==> src/rtl/wb_arbiter.sv <==
// wb_arbiter: writeback arbiter driving the single register-file write port
// from an ALU result path and a buffered LSU (load) result path.
// Latency: 1 cycle from ALU handshake / FIFO pop to rf_we. Backpressure:
// alu_ready drops only while the LSU FIFO is full, and lsu_ready = !full && !flush.
//
// Ports:
//   clk, rst (async, active-high)  flush (drops all buffered loads)
//   alu_valid/alu_ready/alu_rd/alu_data : single-cycle ALU results
//   lsu_valid/lsu_ready/lsu_rd/lsu_data : variable-latency load results
//   rf_we/rf_waddr/rf_wdata             : registered register-file write port
//   pend_count                          : number of buffered load results
// Optional macro WB_PERF_EN adds perf_stall_cnt / perf_wr_cnt (32-bit, wrapping).
module wb_arbiter #(
   parameter int XLEN        = 32,
   parameter int RFIDX_WIDTH = 5,
   parameter int DEPTH       = 4
) (
   input  logic                     clk,
   input  logic                     rst,
   input  logic                     flush,
   input  logic                     alu_valid,
   output logic                     alu_ready,
   input  logic [RFIDX_WIDTH-1:0]   alu_rd,
   input  logic [XLEN-1:0]          alu_data,
   input  logic                     lsu_valid,
   output logic                     lsu_ready,
   input  logic [RFIDX_WIDTH-1:0]   lsu_rd,
   input  logic [XLEN-1:0]          lsu_data,
   output logic                     rf_we,
   output logic [RFIDX_WIDTH-1:0]   rf_waddr,
   output logic [XLEN-1:0]          rf_wdata,
`ifdef WB_PERF_EN
   output logic [31:0]              perf_stall_cnt,
   output logic [31:0]              perf_wr_cnt,
`endif
   output logic [$clog2(DEPTH):0]   pend_count
);

   localparam int PTRW = $clog2(DEPTH);
   localparam int CW   = PTRW + 1;

   logic [RFIDX_WIDTH-1:0] r_mem_rd   [DEPTH];
   logic [XLEN-1:0]        r_mem_data [DEPTH];
   logic [PTRW-1:0]        r_wptr;
   logic [PTRW-1:0]        r_rptr;
   logic [CW-1:0]          r_count;

   logic                   r_rf_we;
   logic [RFIDX_WIDTH-1:0] r_rf_waddr;
   logic [XLEN-1:0]        r_rf_wdata;

   logic                   w_full;
   logic                   w_empty;
   logic                   w_push;
   logic                   w_pop;
   logic                   w_sel_vld;
   logic [RFIDX_WIDTH-1:0] w_sel_rd;
   logic [XLEN-1:0]        w_sel_data;

   assign w_full    = (r_count == CW'(DEPTH));
   assign w_empty   = (r_count == '0);
   assign lsu_ready = !w_full && !flush;
   assign alu_ready = !w_full && !rst;
   assign w_push    = lsu_valid && lsu_ready;

   // Full FIFO beats the ALU so loads cannot be starved by a busy ALU.
   // A flush kills the FIFO pop but leaves the ALU path alone.
   always_comb begin
      w_sel_vld  = 1'b0;
      w_pop      = 1'b0;
      w_sel_rd   = r_mem_rd[r_rptr];
      w_sel_data = r_mem_data[r_rptr];
      if (w_full) begin
         w_pop     = !flush;
         w_sel_vld = !flush;
      end else if (alu_valid) begin
         w_sel_vld  = 1'b1;
         w_sel_rd   = alu_rd;
         w_sel_data = alu_data;
      end else if (!w_empty) begin
         w_pop     = !flush;
         w_sel_vld = !flush;
      end
   end

   // Storage has no reset: an entry is only read after it has been written.
   always_ff @(posedge clk) begin
      if (w_push) begin
         r_mem_rd[r_wptr]   <= lsu_rd;
         r_mem_data[r_wptr] <= lsu_data;
      end
   end

   always_ff @(posedge clk or posedge rst) begin
      if (rst) begin
         r_wptr  <= '0;
         r_rptr  <= '0;
         r_count <= '0;
      end else if (flush) begin
         r_wptr  <= '0;
         r_rptr  <= '0;
         r_count <= '0;
      end else begin
         if (w_push) r_wptr <= r_wptr + 1'b1;
         if (w_pop)  r_rptr <= r_rptr + 1'b1;
         r_count <= r_count + CW'(w_push) - CW'(w_pop);
      end
   end

   // Writes to x0 are consumed silently; address/data hold when idle.
   always_ff @(posedge clk or posedge rst) begin
      if (rst) begin
         r_rf_we    <= 1'b0;
         r_rf_waddr <= '0;
         r_rf_wdata <= '0;
      end else begin
         r_rf_we <= w_sel_vld && (w_sel_rd != '0);
         if (w_sel_vld && (w_sel_rd != '0)) begin
            r_rf_waddr <= w_sel_rd;
            r_rf_wdata <= w_sel_data;
         end
      end
   end

   assign rf_we      = r_rf_we;
   assign rf_waddr   = r_rf_waddr;
   assign rf_wdata   = r_rf_wdata;
   assign pend_count = r_count;

`ifdef WB_PERF_EN
   logic [31:0] r_perf_stall;
   logic [31:0] r_perf_wr;

   always_ff @(posedge clk or posedge rst) begin
      if (rst) begin
         r_perf_stall <= '0;
         r_perf_wr    <= '0;
      end else begin
         r_perf_stall <= r_perf_stall + 32'(alu_valid && !alu_ready);
         r_perf_wr    <= r_perf_wr + 32'(r_rf_we);
      end
   end

   assign perf_stall_cnt = r_perf_stall;
   assign perf_wr_cnt    = r_perf_wr;
`endif

endmodule
==> config.mk <==
export PLATFORM = sky130hd
export DESIGN_NAME = wb_arbiter
export DESIGN_NICKNAME = d
export VERILOG_FILES = /design/src/rtl/wb_arbiter.sv
export SDC_FILE = /design/constraint.sdc
export NUM_CORES = 1
export LEC_CHECK = 0
export BUFFER_PORTS_ARGS = -buffer_cell sky130_fd_sc_hd__clkbuf_2
export CAP_MARGIN = 20
export CORE_UTILIZATION = 40
export DETAILED_ROUTE_END_ITERATION = 16
export GPL_TIMING_DRIVEN = 0
export MAX_ROUTING_LAYER = met4
export PLACE_DENSITY_LB_ADDON = 0.12
export SLEW_MARGIN = 20
export SYNTH_ARGS = -nofsm -noshare
export SYNTH_HDL_FRONTEND = slang
export SYNTH_SLANG_ARGS = --single-unit
export TNS_END_PERCENT = 10
==> constraint.sdc <==
create_clock -name clk -period 3.45 [get_ports clk]
set_clock_uncertainty 0.15 [all_clocks]
set_input_delay 0.1725 -clock clk [delete_from_list [all_inputs] [get_ports clk]]
set_output_delay 0.1725 -clock clk [all_outputs]
set_load 0.05 [all_outputs]
==> results of run 1 <==
==> cells in the final DEF (no fill, tap or decap), types with 2 or more instances in the layout <==
cell type	instances
dlygate4sd3_1	77
mux2_2	42
inv_1	7
nand3_1	2
clkbuf_16	17
mux2i_1	2
mux4_2	36
clkinv_4	3
buf_2	4
inv_8	2
and3_2	4
buf_6	5
clkbuf_2	121
buf_12	4
inv_6	6
ha_1	6
xnor2_1	3
bufinv_16	2
dfrtp_1	45
nand2_1	4
nor2b_1	2
edfxtp_1	148
xor2_1	2
buf_1	2
clkbuf_1	5
nor2_1	9
mux2_4	28
==> power groups by stage <==
stage | Clock (mW) | Combinational [mW] | Sequential (mW)
detailed placement | 0 | 2.92 | 3.11
global placement | 0 | 2.87 | 3.10
global route | 2.13 | 3.16 | 3.11
floorplan | 0 | 1.40 | 3.93
finish | 1.98 | 2.97 | 3.07
CTS | 2.04 | 3.02 | 3.07
==> flip-flops by register name (all words and copies together) (netlist names) <==
register / cells
r_mem_rd: 20
r_rptr: 2
pend_count: 3
rf_we: 1
r_wptr: 2
rf_waddr: 5
rf_wdata: 32
r_mem_data: 128
==> final cells by class <==
class / count / area, sq um / area share
timing repair buffer: 202 / 1460 / 0.143
sequential: 193 / 5570 / 0.545
inverter: 8 / 32.5 / 0.00318
tap: 260 / 325 / 0.0318
multi-input combinational: 160 / 2120 / 0.208
buffer: 17 / 110 / 0.0108
clock inverter: 15 / 173 / 0.0169
antenna: 1 / 2.50 / 0.000245
clock buffer: 17 / 425 / 0.0416
==> metal layers <==
metal | wire length, um | part of all wire | global-route usage | vias to the layer above
li1 | - | - | - | 1945
met1 | 7550 | 0.46 | 0.233 | 2209
met2 | 8220 | 0.50 | 0.293 | 93
met3 | 485 | 0.030 | 0.0364 | 8
met4 | 179 | 0.011 | 0.0526 | 0
met5 | 0 | 0 | - | -
==> through the flow <==
| stage | hold slack (ns) | power (mW) | utilization |
|---|---|---|---|
| 2_1_floorplan | 0.121 | 5.33 | - |
| 3_3_place_gp | 0.237 | 5.97 | 0.462 |
| 3_5_place_dp | 0.181 | 6.03 | 0.467 |
| 4_1_cts | 0.0117 | 8.12 | 0.539 |
| 5_1_grt | 0.0183 | 8.40 | 0.539 |
| 6_report | 0.0401 | 8.02 | 0.539 |
==> worst paths after layout <==
| check | start | to | depth (start not counted) |
|---|---|---|---|
| setup / recovery | r_rptr[1] | rf_waddr[1] | 9 |
| hold / removal | alu_rd[0] | rf_waddr[0] | 3 |
| setup reg to reg | r_rptr[1] | rf_waddr[1] | 9 |
| hold reg to reg | rf_wdata[2] | rf_wdata[2] | 1 |
| max in group asynchronous | rst | rf_wdata[22] | 3 |
| min in group asynchronous | rst | r_wptr[0] | 3 |
==> cells by family (layout without fill, tap and decap cells) <==
family | after synthesis | after routing
flops | 193 | 193
mux | 109 | 109
simple gates | 30 | 30
buf+inv | 25 | 259
compound gates | 9 | 9
fa+ha+maj | 7 | 7
xor+xnor | 5 | 5
other cells | 0 | 1
==> worst max-delay path: stages, from the launching register on <==
cell and delay [ns]:
dfrtp_1 0.37, clkbuf_1 0.50, mux4_1 0.44, nor2_1 0.20, nand2_1 0.08, a32o_1 0.26
buf_6 0.17, buf_6 0.17, o22ai_1 0.14, dlygate4sd3_1 0.56
==> timing repair <==
item                                   4_1_cts  5_1_grt
hold buffers                                77        0
buffers inserted                             0        0
endpoints found under the hold margin      230        0
==> impl_results.md, run 1 <==
- DP Cell Count: 763
- Final setup fails: 0
- Pwr dens: 785 mW/mm^2
- Place WS: 0.438 ns
- Drt drc: 0
- Setup TNS: 0 ns
- Minimum clock period: 3.09 ns
- Flop-to-flop setup slack: 0.36 ns
- P_int: 5.21 mW
- CP startpoint kind: flip-flop
- Pins over their slew limit: 0
- Register bit total from synthesis: 193
- Top_reg_cell synth: edfxtp_1
- Routed WL: 16400 um
- PortBufs: 121
- Ys async rst share: 0.233
- Die Wd: 142 um
- Cts repair resizes: 0
- Layout cell share with drive strength beyond 1: 0.456
- Placed cell area: 0.00885 sq mm
- Synth area leaders: edfxtp_1, dfrtp_1, mux4_2, mux2_2, mux2_4
- Largest net degree at the start of global routing: 46
- VDD IR-drop max: 437 uV
- Sw Ratio: 0.351
- Largest family of logic cells by synthesized area: multiplexers
- Vias: 4255
- Post-DP HPWL: 10400 um
- Most common cell in the synthesized netlist: edfxtp_1
- First-pass DRT Iterations: 4
- Status: finished, final reports clean
- Fin. Hold Viols: 0
- WS Path Type: flip-flop to flip-flop
- Insertion delay to the later sink of the worst-skew pair: 0.42 ns
- Reg clk slew, reported paths: 0.07 ns
- Die area: 0.0201 sq mm
- Root buffer cell: clkbuf_16
- Simple-gate share of the synthesized area: 0.0206
- Initial DRC count: 223
- H-tree depth: 4
- I/O pins: 122
- Fill cell count: 1576
- Multiplexer share of the synthesized area: 0.224
- Critical path peak fanout: 10
- Worst hold path type: input port to flip-flop
- Comb pwr share: 0.371
- Switching pwr: 2.82 mW
- Cells after Synth: 378
- CTS tree: built
- Part of the power in the clock network: 0.247
- Final std cells w/o fill: 873
- Clock net sink count: 193
- Routed vias/inst: 4.87
- Routed len/inst: 18.8 um
- Initial antenna violation count: 1
- Row Count: 50
- Antenna-violating nets left: 0
- Max Root-Sink Buffers: 2
- Core ar.: 0.0190 sq mm
- Setup ws final: 0.357 ns
- Routability cong.: 0.782
- CP endpoint kind: flip-flop
- Post-Synth Adder-Cell Area: 0.0121
- Die height: 142 um
- Remaining global-route overflow: 0
- Design Area, Final: 0.0102 sq mm
- Synth Area in Compound Gates: 0.00863
- WP data arrival: 3.30 ns
- Mapped Area: 0.00783 sq mm
- Cts bufs inserted: 17
- Max Freq: 323 MHz
- Synth top area share: 0.568
- Vias in the first global route: 4537
- Worst slew pin tran: 0.823 ns
- Xor/xnor share of the synthesized area: 0.00559
- Seq pwr share: 0.382
- Aggregate global-route resource usage: 0.181
- Yosys warning count: 0
- Synth cell types: 40
- Register area share after synthesis: 0.712
- Max-cap violations: 0
- Cell taking the most area after synthesis: edfxtp_1
- Unrepaired setup endpoints after global routing: no
- Data required, critical path: 3.66 ns
- Pleak: 3.90 nW
- Syn_area_per_cell: 20.7 sq um
- Starting density of the core: 0.413
- Syn nets: 464
- Fin nets: 685
- First-pass GRT wire length: 25700 um
- Synth-to-Final Area Change: 30.5%
- EDFF count, synth: 148
- Slew headroom: 0.451
- Top cell types by occurrence after synthesis: edfxtp_1, dfrtp_1, mux2_2
- Period Utilization, post-route: 0.896
Note: power is estimated with default switching activity, not from simulation.
==> run 2: changes to the inputs <==
--- a/config.mk
+++ b/config.mk
@@ -12,6 +12,7 @@
 export GPL_TIMING_DRIVEN = 0
 export MAX_ROUTING_LAYER = met4
 export PLACE_DENSITY_LB_ADDON = 0.12
+export RECOVER_POWER = 50
 export SLEW_MARGIN = 20
 export SYNTH_ARGS = -nofsm -noshare
 export SYNTH_HDL_FRONTEND = slang
==> run 2 against run 1 <==
Effect of this change: the run now ends with capacitance limit, slew limit left; die area is the same; count of clock-buffer cells in the layout unchanged; hold slack better by 0.0019 ns; largest cell class unchanged; maximum frequency is 0.40% higher; highest routed layer unchanged; critical path type unchanged; design area is 0.75% lower; cell count unchanged.
==> impl_results.md, run 2 (synthesis gave the netlist of run 1 again) <==
- Status: finished with violations (was finished, final reports clean)
- Failing checks: capacitance limit, slew limit
- WS Path Type: flip-flop to flip-flop (unchanged)
- Fill cell count: 1606 (was 1576)
- Largest Register: r_mem_data (unchanged)
- Synth-to-Final Area Change: 29.6% (was 30.5%)
- Largest net degree at the start of global routing: 46 (unchanged)
- CTS Hold Bufs: 77 (unchanged)
- M1 GR Usage: 0.233 (unchanged)
- Routed len/inst: 18.9 um (was 18.8 um)
- First-pass DRT Iterations: 4 (unchanged)
- CP peak stage delay: 0.56 ns (about the same)
- Design Area, Final: 0.0101 sq mm (was 0.0102 sq mm)
- Die area: 0.0201 sq mm (unchanged)
- Minimum clock period: 3.08 ns (was 3.09 ns)
- I/O pins: 122 (unchanged)
- Vias: 4284 (was 4255)
- Max-cap violations: 1 (was 0)
- Postcts setup bufs: 0 (unchanged)
- Area of the multi-input gates: 0.00212 sq mm (unchanged)
- Row Count: 50 (unchanged)
- Crit-path most repeated cell: buf_6 (unchanged)
- Vias in the first global route: 4537 (unchanged)
- Cts repair resizes: 0 (unchanged)
- Max reg flops: 128 (unchanged)
- Unrepaired setup endpoints after global routing: no (unchanged)
- Fin nets: 685 (unchanged)
- Final Core Density: 0.535 (was 0.539)
- DP Cell Count: 763 (unchanged)
- CTS tree: built (unchanged)
- Max Freq: 325 MHz (was 323 MHz)
- Routed WL: 16500 um (was 16400 um)
- WP data arrival: 3.29 ns (was 3.30 ns)
- Pwr dens: 788 mW/mm^2 (was 785 mW/mm^2)
- Most common cell after layout, fill and taps aside: edfxtp_1 (unchanged)
- Register Area: 0.00557 sq mm (unchanged)
- CP Buf/Inv Count: 4 (unchanged)
- H-tree depth: 4 (unchanged)
- Remaining global-route overflow: 0 (unchanged)
- Routed vias/inst: 4.91 (was 4.87)
- Critical path peak fanout: 10 (unchanged)
- First-pass GRT wire length: 25700 um (unchanged)
- Slowest-stage cell, CP: dlygate4sd3_1 (unchanged)
- Data required, critical path: 3.66 ns (about the same)
- Pins over their slew limit: 46 (was 0)
- Root buffer cell: clkbuf_16 (unchanged)
- PortBufs: 121 (unchanged)
- CP endpoint kind: flip-flop (unchanged)
- Setup TNS: 0 ns (unchanged)
- Clock net sink count: 193 (unchanged)
- Worst hold path type: input port to flip-flop (unchanged)
- Fin. Hold Viols: 0 (unchanged)
- Post-DP HPWL: 10400 um (unchanged)
- Place WS: 0.438 ns (unchanged)
- Die Wd: 142 um (unchanged)
- Cell Chain, Critical Path: clkbuf_1 > mux4_1 > nor2_1 > nand2_1 > a32o_1 > buf_6 > buf_6 > o22ai_1 > dlygate4sd3_1 (unchanged)
- Top Usage Layer GRT: met2 (unchanged)
- Aggregate global-route resource usage: 0.181 (unchanged)
- Initial DRC count: 222 (was 223)
- Starting density of the core: 0.413 (unchanged)
- Pleak: 3.73 nW (was 3.90 nW)
- Reg clk slew, reported paths: 0.07 ns (about the same)
- Flop-to-flop setup slack: 0.37 ns (was 0.36 ns)
- Slew headroom: -0.406 (was 0.451)
- Initial antenna violation count: 1 (unchanged)
- VDD IR-drop max: 437 uV (about the same)
- Hold_ws: 0.0420 ns (was 0.0401 ns)
- Core ar.: 0.0190 sq mm (unchanged)
- CP delay by family, top: buffers and inverters (unchanged)
- Drt drc: 0 (unchanged)
- Insertion delay to the later sink of the worst-skew pair: 0.42 ns (about the same)
- Period Utilization, post-route: 0.893 (was 0.896)
- Final setup fails: 0 (unchanged)
- Max Root-Sink Buffers: 2 (unchanged)
- Placed cell area: 0.00885 sq mm (unchanged)
- Power consumption: 7.99 mW (was 8.02 mW)
- Die height: 142 um (unchanged)
- Met2 usage: 0.293 (unchanged)
- Met3 Track Usage GR: 0.0364 (unchanged)
- Most frequent cells in the layout: edfxtp_1, dlygate4sd3_1, clkbuf_1, clkbuf_2, dfrtp_1 (was edfxtp_1, clkbuf_2, dlygate4sd3_1, dfrtp_1, mux2_2)
- Setup ws final: 0.370 ns (was 0.357 ns)
- Worst slew pin tran: 2.11 ns (was 0.823 ns)
- Routability cong.: 0.782 (unchanged)
- Final std cells w/o fill: 873 (unchanged)
- Antenna-violating nets left: 0 (unchanged)
- Layout cell share with drive strength beyond 1: 0.358 (was 0.456)
- CP startpoint kind: flip-flop (unchanged)
- Cts bufs inserted: 17 (unchanged)
-- run 2: area by class of cell --
type,count,area share
flip-flops and latches,193,0.549
multi-input cells,160,0.209
repair buffers,202,0.136
clock buffers,17,0.0419
well taps,260,0.0321
clock inverters,15,0.0170
plain buffers,17,0.0109
inverters,8,0.00296
diodes,1,0.000247
-- run 2: final timing paths --
kind                                 to  depth (start not counted)          from
setup / recovery            rf_waddr[1]                          9     r_rptr[1]
hold / removal              rf_waddr[0]                          3     alu_rd[0]
setup reg to reg            rf_waddr[1]                          9     r_rptr[1]
hold reg to reg            rf_wdata[31]                          1  rf_wdata[31]
max in group asynchronous  rf_wdata[22]                          3           rst
min in group asynchronous     r_wptr[0]                          3           rst
-- run 2: power breakdown --
part	switching, mW	internal, mW
Clock	0.889	1.09
Combinational	1.75	1.19
Sequential	0.184	2.88
-- run 2: worst reg2reg max path, stage by stage, from the launching register on --
cell,delay (ns)
dfrtp_1,0.36
clkbuf_1,0.50
mux4_1,0.44
nor2_1,0.20
nand2_1,0.08
a32o_1,0.26
buf_6,0.17
buf_6,0.17
o22ai_1,0.14
dlygate4sd3_1,0.56
-- run 2: routing by layer --
layer / wire, um / up-vias
met3: 552 / 10
met1: 7530 / 2226
met5: 0 / -
li1: - / 1947
met2: 8210 / 101
met4: 199 / 0
==> run 3: changes to the inputs <==
--- a/config.mk
+++ b/config.mk
@@ -7,11 +7,12 @@
 export LEC_CHECK = 0
 export BUFFER_PORTS_ARGS = -buffer_cell sky130_fd_sc_hd__clkbuf_2
 export CAP_MARGIN = 20
+export CORE_MARGIN = 1.5
 export CORE_UTILIZATION = 40
 export DETAILED_ROUTE_END_ITERATION = 16
 export GPL_TIMING_DRIVEN = 0
 export MAX_ROUTING_LAYER = met4
-export PLACE_DENSITY_LB_ADDON = 0.12
+export PLACE_DENSITY = 0.68
 export RECOVER_POWER = 50
 export SLEW_MARGIN = 20
 export SYNTH_ARGS = -nofsm -noshare
==> run 3 against run 2 <==
Effect of this change: the flow still finishes with violations (capacitance limit, slew limit); non-clock buffer count is 2 higher; count of clock-buffer cells in the layout is 7 higher; cell count is 0.11% higher; sequential power hardly changed; critical path type unchanged.
==> impl_results.md, run 3 (synthesis gave the netlist of run 1 again) <==
- Core ar.: 0.0190 sq mm (unchanged)
- Diodes inserted: 0 (was 1)
- Routed len/inst: 18.5 um (was 18.9 um)
- Worst Reg-to-Reg Cells: 9 (unchanged)
- Period Utilization, post-route: 0.889 (was 0.893)
- Cts repair resizes: 0 (unchanged)
- Initial antenna violation count: 0 (was 1)
- Flop-to-flop setup slack: 0.38 ns (was 0.37 ns)
- First-pass GRT wire length: 24900 um (was 25700 um)
- Largest net degree at the start of global routing: 29 (was 46)
- Worst slew pin tran: 1.84 ns (was 2.11 ns)
- Crit-path most repeated cell: buf_6 (unchanged)
- Remaining global-route overflow: 0 (unchanged)
- Slew headroom: -0.227 (was -0.406)
- CP startpoint kind: flip-flop (unchanged)
- Unrepaired setup endpoints after global routing: no (unchanged)
- Final Core Density: 0.532 (was 0.535)
- CTS tree: built (unchanged)
- Cts bufs inserted: 17 (unchanged)
- DR WL met3: 620 um (was 552 um)
- Switching pwr: 2.74 mW (was 2.82 mW)
- Sw Ratio: 0.352 (was 0.353)
- Final setup fails: 0 (unchanged)
- Max reg flops: 128 (unchanged)
- Worst hold path type: input port to flip-flop (unchanged)
- Setup ws final: 0.383 ns (was 0.370 ns)
- H-tree depth: 4 (unchanged)
- Vias: 4308 (was 4284)
- P_int: 5.04 mW (was 5.17 mW)
- Die height: 143 um (was 142 um)
- Fin nets: 687 (was 685)
- Reg clk slew, reported paths: 0.07 ns (about the same)
- I/O pins: 122 (unchanged)
- Die Wd: 143 um (was 142 um)
- Routed WL: 16200 um (was 16500 um)
- Row Count: 50 (unchanged)
- Routability cong.: 0.745 (was 0.782)
- Failing checks: capacitance limit, slew limit (unchanged)
- Most common cell after layout, fill and taps aside: edfxtp_1 (unchanged)
- CP endpoint kind: flip-flop (unchanged)
- Max Freq: 326 MHz (was 325 MHz)
- Fin. Hold Viols: 0 (unchanged)
- Most frequent cells in the layout: edfxtp_1, dlygate4sd3_1, clkbuf_1, clkbuf_2, dfrtp_1 (unchanged)
- Critical path peak fanout: 10 (unchanged)
- Slowest-stage cell, CP: dlygate4sd3_1 (unchanged)
- Pleak: 3.71 nW (was 3.73 nW)
- M1 wire length: 7480 um (was 7530 um)
- Clock net sink count: 193 (unchanged)
- Worst Hold Launch: flush (was alu_rd[0])
- Post-DP HPWL: 10500 um (was 10400 um)
- Power consumption: 7.79 mW (was 7.99 mW)
- Final std cells w/o fill: 874 (was 873)
- Starting density of the core: 0.413 (unchanged)
- Aggregate global-route resource usage: 0.174 (was 0.181)
- Worst hold stages: 3 (unchanged)
- Seq pwr share: 0.395 (was 0.384)
- First-pass DRT Iterations: 4 (unchanged)
- Root buffer cell: clkbuf_16 (unchanged)
- Antenna-violating nets left: 0 (unchanged)
- WS Path Type: flip-flop to flip-flop (unchanged)
- Place WS: 0.413 ns (was 0.438 ns)
- Pins over their slew limit: 29 (was 46)
- Worst r2r src: r_rptr[1] (unchanged)
- Die area: 0.0204 sq mm (was 0.0201 sq mm)
- Comb pwr share: 0.378 (was 0.368)
- Status: finished with violations (unchanged)
- Part of the power in the clock network: 0.227 (was 0.248)
- Setup TNS: 0 ns (unchanged)
- Initial DRC count: 161 (was 222)
- Met2 wire length: 7950 um (was 8210 um)
- DP Cell Count: 764 (was 763)
- Max-cap violations: 1 (unchanged)
- Layout cell share with drive strength beyond 1: 0.352 (was 0.358)
- Minimum clock period: 3.07 ns (was 3.08 ns)
- Worst R2R End: rf_waddr[1] (unchanged)
- Cell Chain, Critical Path: clkbuf_1 > mux4_2 > nor2_2 > nand3b_1 > a32o_1 > buf_6 > buf_6 > o22ai_1 > dlygate4sd3_1 (was clkbuf_1 > mux4_1 > nor2_1 > nand2_1 > a32o_1 > buf_6 > buf_6 > o22ai_1 > dlygate4sd3_1)
- Max Root-Sink Buffers: 2 (unchanged)
- Data required, critical path: 3.66 ns (about the same)
- WP data arrival: 3.28 ns (was 3.29 ns)
- Routed vias/inst: 4.93 (was 4.91)
- Vias in the first global route: 4475 (was 4537)
- PortBufs: 121 (unchanged)
- Top sig layer: met4 (unchanged)
- Insertion delay to the later sink of the worst-skew pair: 0.42 ns (about the same)
- VDD IR-drop max: 404 uV (was 437 uV)
- Largest Register: r_mem_data (unchanged)
- Synth-to-Final Area Change: 28.9% (was 29.6%)
- CP peak stage delay: 0.56 ns (about the same)
- Pwr dens: 771 mW/mm^2 (was 788 mW/mm^2)
- WHS Endpoint: pend_count[2] (was rf_waddr[0])
- Drt drc: 0 (unchanged)
## run 3: changes by cell type in the layout (fill, tap and decap cells not counted), sizes merged
cell,before,now
dlygate4sd3,77,78
clkinvlp,1,0
clkbuf,143,151
inv,16,11
diode,1,0
bufinv,2,0
clkinv,4,5
## run 3: power groups by stage
stage	logic (mW)	clock network [mW]	registers [mW]
2_1_floorplan	1.40	0	3.93
3_3_place_gp	2.85	0	3.10
3_5_place_dp	2.91	0	3.12
4_1_cts	3.01	1.81	3.07
5_1_grt	3.12	1.90	3.12
6_report	2.94	1.76	3.08
## run 3: how the worst max path moves through the flow
stage          slack, ns  depth (start not counted)     startpoint           endpoint
2_1_floorplan       0.13                         11  pend_count[1]      pend_count[2]
3_3_place_gp        0.26                          3  pend_count[1]  r_mem_data[1][27]
5_1_grt             0.23                          9      r_rptr[1]        rf_waddr[1]
3_5_place_dp        0.41                          6  pend_count[1]       rf_wdata[11]
4_1_cts             0.39                          9      r_rptr[1]        rf_waddr[1]
6_report            0.38                          9      r_rptr[1]        rf_waddr[1]
## run 3: per-layer routing
layer / vias up / GRT usage
li1: 1952 / -
met4: 0 / 0.0553
met5: - / -
met1: 2218 / 0.224
met3: 12 / 0.0319
met2: 126 / 0.283
## run 3: what timing repair did
| action | in CTS | in global routing |
|---|---|---|
| hold buffers | 78 | 0 |
| endpoints found under the hold margin | 213 | 0 |
| setup buffers | 0 | 0 |
## run 3: final cells by class
cell class / instances / area [sq um]
plain buffers: 17 / 110
clock buffers: 24 / 472
clock inverters: 8 / 56.3
fillers: 1565 / 8860
inverters: 8 / 30.0
multi-input cells: 160 / 2120
flip-flops and latches: 193 / 5570
well taps: 260 / 325
repair buffers: 204 / 1410
## run 3: worst max-delay path: cells and delay by family, from the launching register on
kind	cells	cell delay [ns]
AND/OR/NAND/NOR	2	0.24
AO/OA/AOI/OAI	2	0.39
buffers and inverters	4	1.40
multiplexers	1	0.45
flip-flops	1	0.36
## run 3: metrics by stage
step	hold WS [ns]	cell area [sq um]
2_1_floorplan	0.121	7830
3_3_place_gp	0.238	8760
3_5_place_dp	0.0692	8870
4_1_cts	0.0995	10200
5_1_grt	0.143	10100
6_report	0.141	10100
